`src/rtl/lock.sv`:
```
// Four-digit keypad lock with per-digit progress, failed-attempt counter
// and optional lockout alarm.
// Optional feature macro: LOCK_LOCKOUT_EN (adds the ALARM state and drives
// buzzer; without it buzzer is tied low and entry is never blocked).
//
//   state | meaning
//   IDLE  | waiting for start; index and progress cleared
//   ENTRY | collecting digits, idx_q selects the code nibble expected next
//   OPEN  | code accepted, out held high until start drops
//   ALARM | lockout, only reset leaves it (LOCK_LOCKOUT_EN builds only)
module lock #(
    parameter logic [15:0] CODE      = 16'hBFDC,
    parameter int          MAX_TRIES = 3
) (
    input  logic [3:0] digit,
    input  logic       start,
    input  logic       reset,
    input  logic       clk,
    output logic       out,
    output logic       buzzer,
    output logic [2:0] count,
    output logic [3:0] cp,
    output logic [3:0] ci
);

    if (MAX_TRIES < 1 || MAX_TRIES > 7) begin : g_bad_tries
        $error("lock: MAX_TRIES must be in 1..7");
    end
    if (CODE[15:12] == 4'hA || CODE[11:8] == 4'hA ||
        CODE[7:4] == 4'hA || CODE[3:0] == 4'hA) begin : g_bad_code
        $error("lock: no code nibble may equal the clear key 4'hA");
    end

    typedef enum logic [1:0] {
        IDLE,
        ENTRY,
        OPEN
`ifdef LOCK_LOCKOUT_EN
        , ALARM
`endif
    } state_t;

    state_t     state_q, state_d;
    logic [1:0] idx_q, idx_d;
    logic [1:0] sync_q;
    logic       live;
    logic       out_d, buzzer_d;
    logic [2:0] count_d, count_inc;
    logic [3:0] cp_d, ci_d, expected;

    // Release synchronizer: async assert, two-stage release. Stage 0 already
    // enables the FSM, so the second rising edge after release is the first
    // active one; stage 1 keeps the enable held once the chain has settled.
    always_ff @(posedge clk or negedge reset) begin
        if (!reset) sync_q <= 2'b00;
        else        sync_q <= {sync_q[0], 1'b1};
    end

    assign live = sync_q[0] | sync_q[1];

    // Code nibble expected at the current entry position (digit0 is the MSN).
    always_comb begin
        expected = CODE[15:12];
        case (idx_q)
            2'd0: expected = CODE[15:12];
            2'd1: expected = CODE[11:8];
            2'd2: expected = CODE[7:4];
            2'd3: expected = CODE[3:0];
            default: expected = CODE[15:12];
        endcase
    end

    assign count_inc = (count == 3'd7) ? 3'd7 : count + 3'd1;

    // Next-state and registered-output computation.
    always_comb begin
        state_d  = state_q;
        idx_d    = idx_q;
        out_d    = out;
        buzzer_d = buzzer;
        count_d  = count;
        cp_d     = cp;
        ci_d     = ci;
        if (live) begin
            case (state_q)
                IDLE, ENTRY: begin
                    if (start) begin
                        ci_d = digit;
                        if (digit == expected) begin
                            cp_d = cp | (4'b0001 << idx_q);
                            if (idx_q == 2'd3) begin
                                state_d = OPEN;
                                out_d   = 1'b1;
                                count_d = 3'd0;
                                idx_d   = 2'd0;
                            end else begin
                                state_d = ENTRY;
                                idx_d   = idx_q + 2'd1;
                            end
                        end else if (digit == 4'hA) begin
                            state_d = ENTRY;
                            idx_d   = 2'd0;
                            cp_d    = 4'h0;
                        end else begin
                            state_d = ENTRY;
                            idx_d   = 2'd0;
                            cp_d    = 4'h0;
                            count_d = count_inc;
`ifdef LOCK_LOCKOUT_EN
                            if (count_inc == 3'(MAX_TRIES)) begin
                                state_d  = ALARM;
                                buzzer_d = 1'b1;
                            end
`endif
                        end
                    end else begin
                        state_d = IDLE;
                        idx_d   = 2'd0;
                        cp_d    = 4'h0;
                    end
                end
                OPEN: begin
                    if (start) begin
                        ci_d = digit;
                    end else begin
                        state_d = IDLE;
                        idx_d   = 2'd0;
                        out_d   = 1'b0;
                        cp_d    = 4'h0;
                    end
                end
`ifdef LOCK_LOCKOUT_EN
                ALARM: begin
                    state_d = ALARM;
                end
`endif
                default: begin
                    state_d = IDLE;
                    idx_d   = 2'd0;
                    out_d   = 1'b0;
                    cp_d    = 4'h0;
                end
            endcase
        end
    end

    // State and output registers.
    always_ff @(posedge clk or negedge reset) begin
        if (!reset) begin
            state_q <= IDLE;
            idx_q   <= 2'd0;
            out     <= 1'b0;
            buzzer  <= 1'b0;
            count   <= 3'd0;
            cp      <= 4'h0;
            ci      <= 4'h0;
        end else begin
            state_q <= state_d;
            idx_q   <= idx_d;
            out     <= out_d;
`ifdef LOCK_LOCKOUT_EN
            buzzer  <= buzzer_d;
`else
            buzzer  <= 1'b0;
`endif
            count   <= count_d;
            cp      <= cp_d;
            ci      <= ci_d;
        end
    end

`ifndef LOCK_LOCKOUT_EN
    logic unused_buzzer_d;
    assign unused_buzzer_d = buzzer_d;
`endif

endmodule

```
`config.mk`:
```
export PLATFORM = sky130hd
export DESIGN_NAME = lock
export DESIGN_NICKNAME = d
export VERILOG_FILES = /design/src/rtl/lock.sv
export SDC_FILE = /design/constraint.sdc
export NUM_CORES = 1
export LEC_CHECK = 0
export BUFFER_PORTS_ARGS = -buffer_cell sky130_fd_sc_hd__buf_2
export CORE_MARGIN = 10
export CORE_UTILIZATION = 24
export DETAILED_ROUTE_END_ITERATION = 7
export PLACE_DENSITY = 0.53
export SLEW_MARGIN = 5
export SYNTH_ARGS = -nofsm -noshare
export SYNTH_HDL_FRONTEND = slang
export SYNTH_SLANG_ARGS = --single-unit
export TNS_END_PERCENT = 50
```
`constraint.sdc`:
```
create_clock -name clk -period 2 [get_ports clk]
set_input_delay 0.3 -clock clk [delete_from_list [all_inputs] [get_ports clk]]
set_output_delay 0.3 -clock clk [all_outputs]
set_load 0.02 [all_outputs]
```
# After elaboration in Yosys (flattened, before gate mapping)
# Cells that the tools add are included.
# word_totals
reg_bits	18
input_bits	7
output_inout_bits	13
elab_cells	57
# classes
addsub	2
eq_ne	14
n_shift	1
muxes	23
bitwise_logic	2
reduce_logical	8
# ops
op	count
$pmux 4 s4	1
$mux 2	7
$mux 3	4
$mux 4	3
$ne 2x2->1 const B	5
$reduce_and 5->1	2
$pmux 2 s2	2
$pmux 4 s2	1
$eq 2x2->1 const B	3
$eq 2x1->1 const B	2
$eq 4x4->1	1
$eq 4x4->1 const B	1
$logic_not 2->1	2
$mux 1	4
$or 4x4->4	1
$shl 1x2->4 const A	1
$add 3x1->3 const B	1
$eq 3x3->1 const B	1
$reduce_and 3->1	1
$reduce_or 3->1	1
$add 2x1->2 const B	1
$ne 2x1->1 const B	1
$pmux 1 s2	1
$reduce_and 2->1	1
other kinds (2)	2

# Logic depth before layout (Yosys ltp)
# Gate-level depths: netlist of the first run.
# logic_depth
word_depth	6
mapped_depth	6
mapped_depth_nobuf	6

# Worst setup path after synthesis of the first run
# Ideal clock, no wire load.
# synth_timing
path_type	register to register
from	register idx_q[0]
to	register idx_q[0]
setup_ns	0.092
arrival_ns	1.532
required_ns	1.908
slack_ns	0.376
path_stages_with_launch	6
n_path_buf	0
period_less_slack_ns	1.624
path_cell_list	dfrtp_1 ha_1 xor2_1 nand4_2 or3_1 o31ai_2
# synth_via
elab_chain_cells	6
word_cells_on_any_way	11
classes_between	add/sub (1); eq/ne (4); mux (5); reduce/logical (1)
# synth_rtl
element	line_no	rtl
start: declaration	44	logic [1:0] idx_q, idx_d;
start signal: assignment	159	idx_q <= idx_d;
$eq 2x2->1, or another cell as far along	64, 91	
$pmux 4 s4	64	case (idx_q)
$eq 4x4->1	89	if (digit == expected) begin
$mux 2 *	89	
$mux 2 *	87	if (start) begin
$pmux 2 s2 *	85	case (state_q)
# Every way passes the cells marked *; elsewhere a longest branch is shown, timed or not. The select of a mux whose other input is x is not followed.
# A chain may end at the register's enable or synchronous reset.

# Worst setup path after layout of the first run
# layout_timing
from	register idx_q[0]
to	register count[0]
# layout_via
elab_chain_cells	5
word_cells_on_any_way	10
classes_between	eq/ne (6); mux (2); reduce/logical (2)
# layout_rtl
element	line_no	rtl
$eq 2x2->1, or another cell as far along	64, 91	
$pmux 4 s4	64	
$eq 4x4->1	89	
$ne 2x1->1 (no line) or $ne 2x2->1 (tied branches)	-	
$reduce_and 5->1 (no line)	-	
end signal: assignment	166	count <= count_d;
end: declaration	21	output logic [2:0] count,
# Several ways; a longest one is shown, not always the timed one. The select of a mux whose other input is x is not followed.

==> reports/metrics.cfg, run 1 <==
[placed_design]
place_area_sq_um=1003
gp_congestion=0.7478
dpl_worst_slack_ps=230.6
dpl.hpwl_um=1451
io_buffers=18
dp.cells=140

[synthesis]
synth_flop_cell=dfrtp_1
syn_nets=89
ys_warn_count=0
synth_seq_area_share=0.5217
syn_inst=77
synthTopCellsByArea=dfrtp_1 (52%), ha_1 (7.2%), mux2_2 (5.2%)
syn_area_sq_um=863.3
synth_edf_count=0
synth_seq_cells=18
yosysMostFrequentCell=dfrtp_1
avgSynthCellArea_sq_um=11.21
async_flop_share=1.000
ys_types=29
synth_common_cells=dfrtp_1 (18), a21oi_1 (6), nor2_1 (6)
synth_top_area_frac=0.5217
synth_top_area_cell=dfrtp_1

[routing]
remaining_drc_errors=0
vias_per_cell=4.556
vias=656
ant_nets=0
wirelength_um=1865
firstDrtPassIters=4
drt_iter0_drc=21
wl_per_cell_um=12.95

[grt]
grt.total_usage=0.06322
antenna_found_initial=0
grt_pass1_vias=714
grt_overflow_total=0
grt_max_degree=19
grt_pass1_wl_um=3215

[power_and_ir_drop]
power_mw=0.8229
power_density_nw_per_um2=794.4
irDropWorstVdd_mv=0.4110
leakagePower_nw=0.5060

[sta]
fin_crit_ps=1784
fin_ws_ps=216.2
hold_ws_ps=284.5
fmax_ghz=0.5606
rsz0062_at_grt=no
finalClockSkew_ps=4.656
setup-tns-final_ps=0
period_share=0.8919
final-setup-viol-count=0
final-hold-violation-count=0
slew_viol_final=0

[setup_path]
path_class=reg2reg
rrSetupSlack_ps=220
critPathSlowestCell=dfrtp_1
max_stage_delay_ps=450
cp_num_buf_inv=0
startpoint_type=register
crit_family=simple AND/OR/NAND/NOR gates
path_max_fanout=6
worstPathRequired_ps=2200
worst_setup_path_end_kind=register
cp.arrival_ps=1980
path_cells=ha_1 > xor2_1 > and4_2 > and3_2 > a311oi_1

[cells_and_area]
final_cells=144
syn2layout_area_growth_pct=20.00
final_util=0.3033
layout-drive-gt1-share=0.2959
final_cell_area_sq_um=1036
antennaDiodeCount=0
fin_nets=112

[clock_network]
cts_buffers=3
cts.sinks=18
clock-root-buffer=clkbuf_4
cts_buffer_depth=2
clkTransAtPathRegs_ps=100
worstSkewPairLatency_ps=290
htree_levels=1
tritoncts=done
cts_resized=0

[floorplanning]
pin_count=20
rows=21
initial_core_util=0.2527
dieArea_sq_um=6396
dieWidth_um=79.98
core-area_sq_um=3416
die_h_um=79.98

[hold_path]
min_path_type=in2reg

[run_status]
status=complete, no violations

[run]
cap_violations=0

## worst reg2reg max path, delay by kind of cell, from the launching register on
family                     cells  cell delay (ps)
adders and majority gates      1              300
xor gates and xnor gates       1              200
AOI/OAI and AO/OA              1              220
DFF                            1              450
and+or+nand+nor                2              520
## layer usage
metal  up-vias  wire [um]  GRT usage
met5         -          0          0
li1        315          -          -
met1       319        901    0.07513
met3         2        178    0.03604
met2        20        774    0.09551
met4         0          9    0.01585
## cell type report
type | instances | area (sq um)
fill | 378 | 2380
sequential | 18 | 450.4
multi-input combinational | 55 | 394.1
timing repair buffer | 19 | 100.1
tap | 46 | 57.56
clock buffer | 3 | 22.52
inverter | 3 | 11.26
## cell families after synthesis
kind of cell / after synthesis / synth area share
compound gates: 21 / 0.1667
other cells: 2 / 0.008699
xor+xnor: 3 / 0.03044
buf+inv: 4 / 0.02174
fa+ha+maj: 5 / 0.07246
mux: 4 / 0.05217
simple gates: 20 / 0.1261
flops: 18 / 0.5217
## registers in the layout (all words and copies together) (netlist names)
register,flops
state_q,2
cp,4
ci,4
sync_q,2
out,1
count,3
idx_q,2
## path summary, 6_finish.rpt
| kind | endpoint | depth (start not counted) | from |
|---|---|---|---|
| setup / recovery | count[0] | 5 | idx_q[0] |
| hold / removal | ci[0] | 2 | digit[0] |
| setup reg to reg | count[0] | 5 | idx_q[0] |
| hold reg to reg | sync_q[1] | 0 | sync_q[0] |
| max in group asynchronous | ci[1] | 2 | reset |
| min in group asynchronous | idx_q[0] | 2 | reset |
## power by group
group	leakage, nW	switching (mW)	internal (mW)
Combinational	0.268	0.121	0.0918
Sequential	0.224	0.0334	0.400
Clock	0.0138	0.106	0.0701
Total	0.506	0.261	0.562
## layout by cell type (no fill, tap or decap), drive strengths merged
master and n:
dfrtp 18, buf 18, nor2 6, a21oi 6, nand2 5, ha 5
mux2 4, inv 3, xor2 3, o21ai 3, a21o 3, clkbuf 3
nand3 2, conb 2, nand4 1, a21boi 1, nand2b 1, nor4bb 1
nor3 1, and4 1, and3 1, a311oi 1, a22o 1, o22a 1
o21a 1, o22ai 1, or3 1, o31ai 1, a22oi 1, o2bb2ai 1
dlygate4sd3 1
## what timing repair did
action                                 in CTS  in global routing
hold buffers                                1                  0
endpoints found under the hold margin      18                  0
setup endpoints to repair                   0                  0
setup buffers                               0                  0
(Power assumes the default switching activity.)
==> run 2, diff against run 1 <==
--- a/config.mk
+++ b/config.mk
@@ -8,6 +8,7 @@
 export BUFFER_PORTS_ARGS = -buffer_cell sky130_fd_sc_hd__buf_2
 export CORE_MARGIN = 10
 export CORE_UTILIZATION = 24
+export CTS_BUF_LIST = sky130_fd_sc_hd__clkbuf_8
 export DETAILED_ROUTE_END_ITERATION = 7
 export PLACE_DENSITY = 0.53
 export SLEW_MARGIN = 5
==> run 2 against run 1 <==
  * Via count down 1.4%
  * Clock power increased by 42%
  * Final cell count unchanged
  * Critical path depth unchanged
  * Power is 9.1% higher
  * Non-clock buffer count unchanged
  * Clock skew fell by 2.0 ps
  * Routed wire length rose by 0.86%
  * Highest routed layer unchanged
  * Final area rose by 1.8%
  * Register-to-register slack is essentially flat
==> reports/metrics.cfg, run 2 (synthesized netlist as in run 1, its figures left out) <==
[floorplanning]
pin_count=20  ; unchanged
rows=21  ; unchanged
core-area_sq_um=3416  ; unchanged
die_h_um=79.98  ; unchanged
initial_core_util=0.2527  ; unchanged
dieWidth_um=79.98  ; unchanged
dieArea_sq_um=6396  ; unchanged

[cells_and_area]
layout-drive-gt1-share=0.2959  ; unchanged
final_cell_mix=dfrtp_1 (18), buf_2 (18), nor2_1 (6), a21oi_1 (6)
fin_nets=112  ; unchanged
final_cell_area_sq_um=1055  ; +1.8%
reg_top3=ci (4), cp (4), count (3)
syn2layout_area_growth_pct=22.17
antennaDiodeCount=0  ; unchanged

[routing]
firstDrtPassIters=4  ; unchanged
vias=647  ; -1.4%
wl_per_cell_um=13.06  ; +0.86%
drt_iter0_drc=17  ; -19%
ant_nets=0  ; unchanged
vias_per_cell=4.493  ; -1.4%
remaining_drc_errors=0  ; unchanged
wirelength_um=1881  ; +0.86%

[grt]
grt_pass1_vias=716  ; +0.28%
grt_pass1_wl_um=3222  ; +0.22%
antenna_found_initial=0  ; unchanged
grt.total_usage=0.06344  ; +0.0002290
grt_overflow_total=0  ; unchanged
grt_max_degree=19  ; unchanged

[sta]
fmax_ghz=0.5613  ; +0.13%
rsz0062_at_grt=no
final-setup-viol-count=0  ; unchanged
fin_crit_ps=1782  ; -2.288 ps
final-hold-violation-count=0  ; unchanged
setup-tns-final_ps=0  ; unchanged
hold_ws_ps=324.9  ; +40.31 ps
finalClockSkew_ps=2.638  ; -2.018 ps
period_share=0.8908  ; -0.001144
slew_viol_final=0  ; unchanged

[hold_path]
min_path_type=in2reg
whs_path_depth=2  ; unchanged

[setup_path]
startpoint_type=register
path_cells=ha_1 > xor2_1 > and4_2 > and3_2 > a311oi_1
cp.arrival_ps=1930  ; -50 ps
max_stage_delay_ps=440  ; about the same
worstPathRequired_ps=2150  ; -50 ps
worst_setup_path_end_kind=register
reg2regPathDepth=5  ; unchanged
critPathSlowestCell=dfrtp_1
path_max_fanout=6  ; unchanged
path_class=reg2reg

[clock_network]
worstSkewPairLatency_ps=250  ; -40 ps
cts_buffer_depth=2  ; unchanged
cts_resized=0  ; unchanged
cts_hold_buf=1  ; unchanged
postCtsSetupBuffers=0  ; unchanged
cts_buffers=3  ; unchanged
clock-root-buffer=clkbuf_8
cts.sinks=18  ; unchanged
clkTransAtPathRegs_ps=70  ; -30 ps
htree_levels=1  ; unchanged
tritoncts=done

[run_status]
status=complete, no violations

[power_and_ir_drop]
power_density_nw_per_um2=850.9  ; +7.1%
irDropWorstVdd_mv=0.4864  ; +18%
leakagePower_nw=0.5138  ; +1.5%
power_mw=0.8975  ; +9.1%

[placed_design]
io_buffers=18  ; unchanged
gp_congestion=0.7478  ; unchanged
place_area_sq_um=1003  ; unchanged
dpl.hpwl_um=1451  ; unchanged

[run]
cap_violations=0  ; unchanged

run 2: cell counts in the layout (fill, tap and decap cells not counted):
No cell type changed its count.
run 2: path summary, 6_finish.rpt:
path,from,to,slack [ps]
max in group asynchronous,reset,ci[3],1200
hold / removal,digit[0],ci[0],320
setup / recovery,idx_q[0],count[0],220
hold reg to reg,sync_q[0],sync_q[1],440
setup reg to reg,idx_q[0],count[0],220
min in group asynchronous,reset,idx_q[0],510
run 2: area by class of cell:
| class | count | area, sq um |
|---|---|---|
| clock buffer | 3 | 41.29 |
| fill | 376 | 2361 |
| tap | 46 | 57.56 |
| sequential | 18 | 450.4 |
| multi-input combinational | 55 | 394.1 |
| timing repair buffer | 19 | 100.1 |
| inverter | 3 | 11.26 |
run 2: stage by stage:
step / setup WS (ps) / util / cells
global route: 102.4 / 0.3088 / 144
floorplan: 376.3 / - / 77
detailed placement: 230.6 / 0.2938 / 140
global placement: 242.1 / 0.2938 / 140
CTS: 213.0 / 0.3088 / 144
finish: 218.5 / 0.3088 / 144
run 2: worst max-delay path: cells and delay by family (launching register included):
kind	cells	cell delay (ps)
AO/OA/AOI/OAI	1	220
flip-flops	1	440
XOR/XNOR	1	200
AND/OR/NAND/NOR	2	520
adder cells (fa/ha/maj)	1	300
run 2: report_power, final:
group          switching (mW)  leakage, nW  internal [mW]
clock                   0.116       0.0216          0.134
combinational           0.122        0.268         0.0918
sequential             0.0334        0.224          0.401
total                   0.271        0.514          0.627
run 2: routing by layer:
layer	GRT usage	share of wire	wire length (um)	up-vias
met2	0.09952	0.41	775	18
met1	0.07254	0.50	935	313
met5	0	0	0	-
met4	0.01585	0.0048	9	0
met3	0.03604	0.085	160	2
li1	-	-	-	314
==> run 3, diff against run 2 <==
--- a/config.mk
+++ b/config.mk
@@ -9,6 +9,7 @@
 export CORE_MARGIN = 10
 export CORE_UTILIZATION = 24
 export CTS_BUF_LIST = sky130_fd_sc_hd__clkbuf_8
+export CTS_CLUSTER_DIAMETER = 40
 export DETAILED_ROUTE_END_ITERATION = 7
 export PLACE_DENSITY = 0.53
 export SLEW_MARGIN = 5
==> constraint.sdc (replaced) <==
create_clock -name clk -period 2.3 [get_ports clk]
set_input_delay 0.345 -clock clk [delete_from_list [all_inputs] [get_ports clk]]
set_output_delay 0.345 -clock clk [all_outputs]
set_load 0.02 [all_outputs]
==> run 3 against run 2 <==
  * Clock skew about the same
  * Final cell count down 0.69%
  * Combinational power shrank 14%
  * Register-to-register slack better by 300 ps
  * Sequential share of layout area grew 0.41 points
  * Critical path type unchanged
  * Sequential power down 13%
  * First-iteration DRC count down 29%
  * Highest routed layer unchanged
==> reports/metrics.cfg, run 3 (synthesized netlist as in run 1, its figures left out) <==
[placed_design]
io_buffers=18  ; unchanged
dpl_worst_slack_ps=530.6  ; +300.0 ps
gp_congestion=0.7478  ; unchanged
dp.cells=140  ; unchanged
dpl.hpwl_um=1451  ; unchanged

[clock_network]
cts_resized=0  ; unchanged
postCtsSetupBuffers=0  ; unchanged
worstSkewPairLatency_ps=250  ; about the same
clock-root-buffer=clkbuf_8
tritoncts=done
clkTransAtPathRegs_ps=70  ; about the same
cts_hold_buf=0  ; -1
cts.sinks=18  ; unchanged
htree_levels=1  ; unchanged
cts_buffer_depth=2  ; unchanged
cts_buffers=3  ; unchanged

[power_and_ir_drop]
irDropWorstVdd_mv=0.4230  ; -13%
clkPwrFrac=0.278  ; about the same
power_density_nw_per_um2=745.8  ; -12%
leakagePower_nw=0.5096  ; -0.81%
power_frac_comb=0.237  ; about the same
p_switching_mw=0.2352  ; -13%
p_sw_frac=0.3018  ; about the same
intPower_mw=0.5440  ; -13%
seq_power_share=0.485  ; about the same

[setup_path]
worst_setup_path_end_kind=register
worstPathRequired_ps=2450  ; +300 ps
rrSetupSlack_ps=520  ; +300 ps
cp_num_buf_inv=0  ; unchanged
r2r-start=idx_q[0]
path_max_fanout=6  ; unchanged
startpoint_type=register
max_stage_delay_ps=440  ; about the same
r2r_end=count[0]
path_cells=ha_1 > xor2_1 > and4_2 > and3_2 > a311oi_1
cp.arrival_ps=1930  ; about the same
crit_family=simple AND/OR/NAND/NOR gates
path_class=reg2reg
reg2regPathDepth=5  ; unchanged
critPathSlowestCell=dfrtp_1

[sta]
period_share=0.7746  ; -0.1162
fin_ws_ps=518.5  ; +300.0 ps
finalClockSkew_ps=2.634  ; -0.004420 ps
slew_viol_final=0  ; unchanged
hold_ws_ps=16.58  ; -308.3 ps
fmax_ghz=0.5613  ; unchanged
rsz0062_at_grt=no
setup-tns-final_ps=0  ; unchanged
fin_crit_ps=1782  ; -0.002000 ps
final-hold-violation-count=0  ; unchanged
final-setup-viol-count=0  ; unchanged

[routing]
wl_per_cell_um=13.09  ; +0.22%
vias_per_cell=4.510  ; +0.39%
ant_nets=0  ; unchanged
remaining_drc_errors=0  ; unchanged
firstDrtPassIters=4  ; unchanged
drt_iter0_drc=12  ; -5
wirelength_um=1872  ; -0.48%
vias=645  ; -0.31%

[cells_and_area]
multi_input_area_sq_um=394.1  ; unchanged
final_cell_mix=dfrtp_1 (18), buf_2 (18), nor2_1 (6), a21oi_1 (6)
final_util=0.3059  ; -0.002930
antennaDiodeCount=0  ; unchanged
layout-drive-gt1-share=0.2990  ; +0.003051
reg_top3=ci (4), cp (4), count (3)
final_cells=143  ; -0.69%
seq_area_sq_um=450.4  ; unchanged
n_fill_cell=377  ; +0.27%
fin_nets=111  ; -0.89%
syn2layout_area_growth_pct=21.01

[grt]
grt_pass1_wl_um=3222  ; unchanged
grt_overflow_total=0  ; unchanged
grt_max_degree=19  ; unchanged
grt_pass1_vias=716  ; unchanged
antenna_found_initial=0  ; unchanged
grt.total_usage=0.06344  ; unchanged

[floorplanning]
rows=21  ; unchanged
core-area_sq_um=3416  ; unchanged
initial_core_util=0.2527  ; unchanged
dieWidth_um=79.98  ; unchanged
dieArea_sq_um=6396  ; unchanged
die_h_um=79.98  ; unchanged
pin_count=20  ; unchanged

[hold_path]
min_path_type=in2async

[run]
cap_violations=0  ; unchanged

[run_status]
status=complete, no violations

-- run 3: cell count changes in the layout (fill, tap and decap cells not counted), sizes merged --
cell / before / now
dlygate4sd3: 1 / 0
-- run 3: worst max path at each step --
stage	start	endpoint	slack, ps	depth (start not counted)
2_1_floorplan	idx_q[0]	idx_q[0]	680	5
3_3_place_gp	idx_q[0]	count[0]	540	5
3_5_place_dp	idx_q[0]	idx_q[0]	530	5
4_1_cts	idx_q[0]	idx_q[0]	510	5
5_1_grt	idx_q[0]	count[0]	400	5
6_report	idx_q[0]	count[0]	520	5
-- run 3: through the flow --
stage	instance area, sq um	total power, mW
2_1_floorplan	863.3	0.5039
3_5_place_dp	1003	0.5726
5_1_grt	1045	0.8281
4_1_cts	1045	0.7946
6_report	1045	0.7791
3_3_place_gp	1003	0.5673
-- run 3: cell type report --
type / instances / share of cell area
Clock buffer: 3 / 0.03952
Inverter: 3 / 0.01078
Multi-Input combinational cell: 55 / 0.3772
Sequential cell: 18 / 0.4311
Tap cell: 46 / 0.05509
Timing Repair Buffer: 18 / 0.08623
-- run 3: power groups by stage --
stage	clock network, mW	logic (mW)	registers (mW)
finish	0.217	0.184	0.378
global route	0.236	0.208	0.384
CTS	0.227	0.189	0.379
detailed placement	0	0.188	0.384
global placement	0	0.186	0.381
floorplan	0	0.0902	0.414
-- run 3: metal layers --
layer	vias up	global-route usage	share of wire	wire (um)
met1	313	0.07254	0.50	929
met2	18	0.09952	0.41	773
met5	-	0	0	0
li1	312	-	-	-
met4	0	0.01585	0.0048	9
met3	2	0.03604	0.085	160
